## config.mk

```make
export PLATFORM = sky130hd
export DESIGN_NAME = uart_tx_serializer
export DESIGN_NICKNAME = d
export VERILOG_FILES = /design/src/rtl/uart_tx_serializer.sv
export SDC_FILE = /design/constraint.sdc
export NUM_CORES = 1
export LEC_CHECK = 0
export BUFFER_PORTS_ARGS = -buffer_cell sky130_fd_sc_hd__buf_2
export CORE_MARGIN = 2
export CORE_UTILIZATION = 40
export DETAILED_ROUTE_END_ITERATION = 7
export PLACE_DENSITY = 0.59
export RECOVER_POWER = 100
export SYNTH_ARGS = -nofsm -noshare
export SYNTH_HDL_FRONTEND = slang
export SYNTH_SLANG_ARGS = --single-unit
```

## constraint.sdc

```tcl
create_clock -name Clk -period 1.7 [get_ports Clk]
set_clock_uncertainty 0.05 [all_clocks]
set_input_delay 0.51 -clock Clk [delete_from_list [all_inputs] [get_ports Clk]]
set_output_delay 0.51 -clock Clk [all_outputs]
set_load 0.03 [all_outputs]
```

## src/rtl/uart_tx_serializer.sv

```systemverilog
`default_nettype none
// ============================================================================
//  Module      : uart_tx_serializer
//  Description : Asynchronous serial transmitter. Accepts a parallel word on a
//                one-cycle request and emits start, data (LSB first),
//                optional parity and one stop bit, each held for a fixed
//                number of clock cycles set by an internal bit-period counter.
//  Revision    : 1.0 - initial release
// ============================================================================
module uart_tx_serializer #(
  parameter int WORD_LENGTH  = 8,     // data bits per frame, 5..9
  parameter int CLKS_PER_BIT = 16,    // clock cycles per bit period, >= 2
  parameter bit PARITY_EN    = 1'b0,  // insert a parity bit after the data
  parameter bit PARITY_ODD   = 1'b0   // 0: even parity, 1: odd parity
) (
  input  logic                   Clk,
  input  logic                   Reset,
  input  logic                   Transmit,
  input  logic [WORD_LENGTH-1:0] Data,
  output logic                   Tx,
  output logic                   Busy,
  output logic                   Done
);

  // Counter and index widths; the counter needs at least one bit.
  localparam int CNT_W = (CLKS_PER_BIT > 1) ? $clog2(CLKS_PER_BIT) : 1;
  localparam int IDX_W = $clog2(WORD_LENGTH);

  // Terminal values for the bit-period counter and the data-bit index.
  localparam logic [CNT_W-1:0] CNT_LAST = CNT_W'(CLKS_PER_BIT - 1);
  localparam logic [IDX_W-1:0] IDX_LAST = IDX_W'(WORD_LENGTH - 1);

  typedef enum logic [2:0] {
    S_IDLE   = 3'd0,
    S_START  = 3'd1,
    S_DATA   = 3'd2,
    S_PARITY = 3'd3,
    S_STOP   = 3'd4
  } state_t;

  // Current state of all registers.
  state_t                 state;
  logic [CNT_W-1:0]       bit_cnt;
  logic [IDX_W-1:0]       bit_idx;
  logic [WORD_LENGTH-1:0] shift_reg;
  logic                   parity_bit;

  // Next-state values produced by the combinational process.
  state_t                 state_next;
  logic [CNT_W-1:0]       bit_cnt_next;
  logic [IDX_W-1:0]       bit_idx_next;
  logic [WORD_LENGTH-1:0] shift_next;
  logic                   parity_next;
  logic                   tx_next;
  logic                   busy_next;
  logic                   done_next;

  // High in the last cycle of every bit period.
  logic                   bit_end;

  assign bit_end = (bit_cnt == CNT_LAST);

  // State register: reset wins over everything, including a pending request.
  always_ff @(posedge Clk) begin
    if (Reset) begin
      state      <= S_IDLE;
      bit_cnt    <= '0;
      bit_idx    <= '0;
      shift_reg  <= '0;
      parity_bit <= 1'b0;
      Tx         <= 1'b1;
      Busy       <= 1'b0;
      Done       <= 1'b0;
    end else begin
      state      <= state_next;
      bit_cnt    <= bit_cnt_next;
      bit_idx    <= bit_idx_next;
      shift_reg  <= shift_next;
      parity_bit <= parity_next;
      Tx         <= tx_next;
      Busy       <= busy_next;
      Done       <= done_next;
    end
  end

  // Next-state and next-output logic. Tx is computed one cycle ahead so the
  // registered line only moves at bit boundaries.
  always_comb begin
    state_next   = state;
    bit_cnt_next = bit_cnt;
    bit_idx_next = bit_idx;
    shift_next   = shift_reg;
    parity_next  = parity_bit;
    tx_next      = Tx;
    busy_next    = Busy;
    done_next    = 1'b0;

    // The bit-period counter free-runs in every non-idle state.
    if (state != S_IDLE) begin
      bit_cnt_next = bit_end ? '0 : bit_cnt + CNT_W'(1);
    end

    case (state)
      S_IDLE: begin
        tx_next      = 1'b1;
        busy_next    = 1'b0;
        bit_cnt_next = '0;
        bit_idx_next = '0;
        if (Transmit) begin
          // Word and parity are frozen here; later Data changes are ignored.
          shift_next  = Data;
          parity_next = (^Data) ^ PARITY_ODD;
          state_next  = S_START;
          tx_next     = 1'b0;
          busy_next   = 1'b1;
        end
      end

      S_START: begin
        if (bit_end) begin
          state_next = S_DATA;
          tx_next    = shift_reg[0];
        end
      end

      S_DATA: begin
        if (bit_end) begin
          shift_next = shift_reg >> 1;
          if (bit_idx == IDX_LAST) begin
            bit_idx_next = '0;
            if (PARITY_EN) begin
              state_next = S_PARITY;
              tx_next    = parity_bit;
            end else begin
              state_next = S_STOP;
              tx_next    = 1'b1;
            end
          end else begin
            bit_idx_next = bit_idx + IDX_W'(1);
            tx_next      = shift_reg[1];
          end
        end
      end

      S_PARITY: begin
        if (bit_end) begin
          state_next = S_STOP;
          tx_next    = 1'b1;
        end
      end

      S_STOP: begin
        if (bit_end) begin
          // Busy drops in the same cycle Done pulses, so they never overlap.
          state_next = S_IDLE;
          tx_next    = 1'b1;
          busy_next  = 1'b0;
          done_next  = 1'b1;
        end
      end

      default: begin
        state_next   = S_IDLE;
        bit_cnt_next = '0;
        bit_idx_next = '0;
        tx_next      = 1'b1;
        busy_next    = 1'b0;
      end
    endcase
  end

endmodule
`default_nettype wire

```

# --- Word level (Yosys, flattened, before mapping) ---
# Index checks and enable logic that the tools add are counted.
op_classes:
  mul: 0
  div: 0
  magnitude_cmp: 0
  shift: 0
  mux: 24
  n_reduce_logical: 14
  addsub: 2
  n_bitwise: 4
  eq_ne: 13
op_table:
  columns: ["op", "n"]
  rows:
  - ["two-way mux 3 bit", 8]
  - ["two-way mux 8 bit", 2]
  - ["case mux 8 bit (2 select lines)", 1]
  - ["case mux 3 bit (5 select lines)", 1]
  - ["!= test 2 bit (second input constant)", 6]
  - ["two-way mux 1 bit", 8]
  - ["equality test 3 x 2 -> 1 bit (second input constant)", 2]
  - ["equality test 3 bit (second input constant)", 2]
  - ["case mux 3 bit (2 select lines)", 1]
  - ["AND reduction 3 bit", 2]
  - ["AND reduction 6 bit", 1]
  - ["OR reduction 2 bit", 3]
  - ["OR reduction 3 bit", 2]
  - ["adder 4 x 1 -> 4 bit (second input constant)", 1]
  - ["equality test 4 bit (second input constant)", 1]
  - ["two-way mux 4 bit", 1]
  - ["inverter 1 bit", 4]
  - ["case mux 1 bit (4 select lines)", 1]
  - ["AND reduction 2 bit", 2]
  - ["OR reduction 4 bit", 1]
  - ["adder 3 x 1 -> 3 bit (second input constant)", 1]
  - ["equality test 3 x 1 -> 1 bit (second input constant)", 1]
  - ["zero test 3 bit", 1]
  - ["case mux 1 bit (3 select lines)", 1]
  - ["3 further kinds", 3]
totals:
  mem_bits_ro: 0
  in_bits: 11
  ramBits: 0
  ff_bits: 21
  latch_bits: 0
  memories: 0

# --- Longest topological paths before layout ---
logic_depth:
  word_depth: 4
  depth_mapped: 6

# --- Worst setup path before layout ---
# OpenSTA, ideal clock, no wires.
synth_path:
  kind: "reg2reg"
  from: "register bit_cnt[0]"
  to: "register bit_idx[1]"
  t_required_ns: 1.527
  arrival_ns: 1.274
  setup_slack_ns: 0.253
  path_buffers: 2
  stages_incl_launch_ff: 7
  path_cell_list: "dfxtp_1 > ha_1 > and3_1 > buf_4 > buf_6 > a32oi_1 > a21oi_1"
synth_between:
  elab_chain_len: 3
synth_lines:
  columns: ["element", "line", "text"]
  rows:
  - ["start, declared", "43", "logic [CNT_W-1:0] bit_cnt;"]
  - ["start signal, assigned", "76", "bit_cnt <= bit_cnt_next;"]
  - ["equality test 4 bit", "61", "assign bit_end = (bit_cnt == CNT_LAST);"]
  - ["!= test 2 bit (no line)", null, null]
  - ["AND reduction 2 bit (no line)", null, null]
  - ["end signal, assigned", "77", "bit_idx <= bit_idx_next;"]
  - ["end, declared", "44", "logic [IDX_W-1:0] bit_idx;"]
# Every way passes these cells.
# A chain may end at the register's enable or synchronous reset.

# --- Worst setup path in the final report ---
layout_path:
  from: "register Busy"
  to: "output port Busy"
layout_lines:
  columns: ["element", "line", "text"]
  rows:
  - ["start, declared", "21", "output logic Busy,"]
  - ["start signal, assigned", "81", "Busy <= busy_next;"]
# No word-level cell between the ends.

==> impl_metrics.toml <==
[outcome]
status = "completed"

[logic_synthesis]
muxShareOfSynthArea = 0.0610
synth-xor-area-share = 0.00763
synthSimpleGateAreaFrac = 0.185
synth.distinct_cells = 36
yosysWarnings = 0
synth_edf_count = 0
syn_inst = 114
yosysSeqAreaShare = 0.366
syn_avg_cell_area_um2 = 10.1
postSynth.asyncResetShare = 0
synth_top_family_by_area = "compound AO/OA/AOI/OAI gates"
synth_compound_area_frac = 0.270
syn_area_um2 = 1150
postSynthNetCount = 128
synth_adder_area_share = 0.0327
synthFlopType = "dfxtp_1"
ys_ff_latch = 21

[critical_path]
cp.required_ps = 1140
cp_slowest_cell = "dfxtp_1"
startpoint_type = "register"
crit_path_max_incr_delay_ps = 370
end_kind = "output port"
worstPathCellList = "clkbuf_1"
path_buf_inv = 1
path_class = "reg -> out"
worst_ep_arrival_time_ps = 1000
crit_path_max_fanout = 3
crit_family = "flip-flops"

[clock_network]
cts_buffers = 3
cts_hold_buf = 0
cts_tree = "yes"
clkLatencyLatePin_ps = 310
root_buffer = "clkbuf_4"
clk_pin_slew_ps = 130
htreeDepth = 1
clockBufferDepth = 2
cts_resized = 0
clock_sinks = 21
post-cts-setup-buffers = 0

[placed_design]
place.gp.congestion = 0.727
place_hpwl_um = 1580
port_buffers = 13
dp.cells = 157

[routing]
met2WireLength_um = 1040
drt-total-wl_um = 2250
met3_length_um = 53
met1_length_um = 1130
drtIter0Drc = 27
top_layer_used = "met4"
drc_errors = 0
wire_per_inst_um = 14.0
vias_per_cell = 5.61
drt-pass1-iter-count = 4
vias = 904
final_antenna_net_count = 0

[finish]
area_growth_pct = 8.17
stdcell_count = 161
drive_above_1_share = 0.262
n_fill_cell = 276
antenna_cells = 0
finalNetCount = 145
largest_reg_flops = 8

[floorplan]
start_util = 0.420
dieArea_um2 = 3320
ios = 14
rows = 19
fp.dieH_um = 57.6
die_width_um = 57.6
coreArea_um2 = 2730

[min_path]
hold_class = "in -> reg"

[sta]
hold-worst-slack_ps = 379
final_hold_viol_count = 0
finalSetupTns_ps = 0
rsz0062_at_grt = "false"
final-setup-viol-count = 0
period_share = 0.919
timing.final.max_slew_violations = 0
min_period_ps = 1560
fmax_mhz = 640
worstMarginPinSlew_ps = 380
relSlewSlack = 0.748

[global_route]
grt_use_total = 0.147
overflow = 0
grt_max_degree = 20
grt_pass1_vias = 854
antenna_found_initial = 0
grt_pass1_wl_um = 3840

[pwr]
power_leakage_nw = 0.432
vdd_drop_max_mv = 0.425
power.density_nw_per_um2 = 731

[job]
maxCapViolations = 0
cells in the final DEF, fill, tap and decap left out, types with 3 or more instances in the layout:
master / synthesis / final
buf_4: 3 / 3
inv_1: 4 / 4
nand4_1: 3 / 3
a21oi_1: 7 / 7
clkbuf_4: 0 / 3
nor3b_1: 3 / 3
ha_1: 3 / 3
buf_2: 2 / 10
mux2i_1: 7 / 7
a211oi_2: 14 / 10
nand3b_1: 3 / 3
dfxtp_1: 21 / 21
o21ai_0: 5 / 5
clkbuf_1: 1 / 5
nor3_1: 3 / 3
nor2_1: 6 / 6
nand3_1: 5 / 5
a211oi_1: 0 / 4
metrics by stage:
step                      power [mW]  worst slack (ps)  utilization  instance area (um^2)
after floorplan                0.648               253            -                  1150
after global placement         0.679               160        0.458                  1250
after detailed placement       0.683               140        0.458                  1250
after CTS                      0.936               189        0.468                  1280
after global routing           0.959              50.1        0.454                  1240
final                          0.908               138        0.454                  1240
logic make-up after synthesis:
logic type,Yosys count
AOI/OAI and AO/OA,35
and+or+nand+nor,34
DFF,21
buffers and inverters,13
muxes,7
adders and majority gates,3
xor gates and xnor gates,1
where the power goes:
| group | switching (mW) | internal, mW | leakage (nW) |
|---|---|---|---|
| Clock | 0.160 | 0.0879 | 0.0177 |
| Sequential | 0.0207 | 0.517 | 0.172 |
| Combinational | 0.0668 | 0.0559 | 0.243 |
synthesized netlist by cell type, types with 3 or more instances:
cell type | number | area share
nand3_1 | 5 | 0.022
nand3b_1 | 3 | 0.020
nor2_1 | 6 | 0.020
buf_4 | 3 | 0.020
a21oi_1 | 7 | 0.030
o21ai_0 | 5 | 0.022
a211oi_2 | 14 | 0.15
mux2i_1 | 7 | 0.061
nor3_1 | 3 | 0.013
nand4_1 | 3 | 0.016
dfxtp_1 | 21 | 0.37
nor3b_1 | 3 | 0.020
inv_1 | 4 | 0.013
ha_1 | 3 | 0.033
routing by layer:
layer,vias up,global-route usage
met3,4,0.0204
met4,0,0.0498
met2,10,0.240
li1,465,-
met1,425,0.198
met5,-,0
worst paths after layout:
path         cells past startpoint        from           end  slack (ps)
max                              1        Busy          Busy         140
max reg2reg                      4    state[0]            Tx         160
min reg2reg                      2  bit_idx[1]    bit_idx[1]         450
min                              3     Data[7]  shift_reg[7]         380
layout make-up:
type | instances | area (um^2) | area share
Clock inverter | 1 | 5.00 | 0.00403
Inverter | 4 | 15.0 | 0.0121
Multi-Input combinational cell | 80 | 619 | 0.498
Clock buffer | 3 | 22.5 | 0.0181
Sequential cell | 21 | 420 | 0.338
Timing Repair Buffer | 21 | 121 | 0.0977
Tap cell | 31 | 38.8 | 0.0312
No activity file was read; power rests on OpenSTA's default activity.
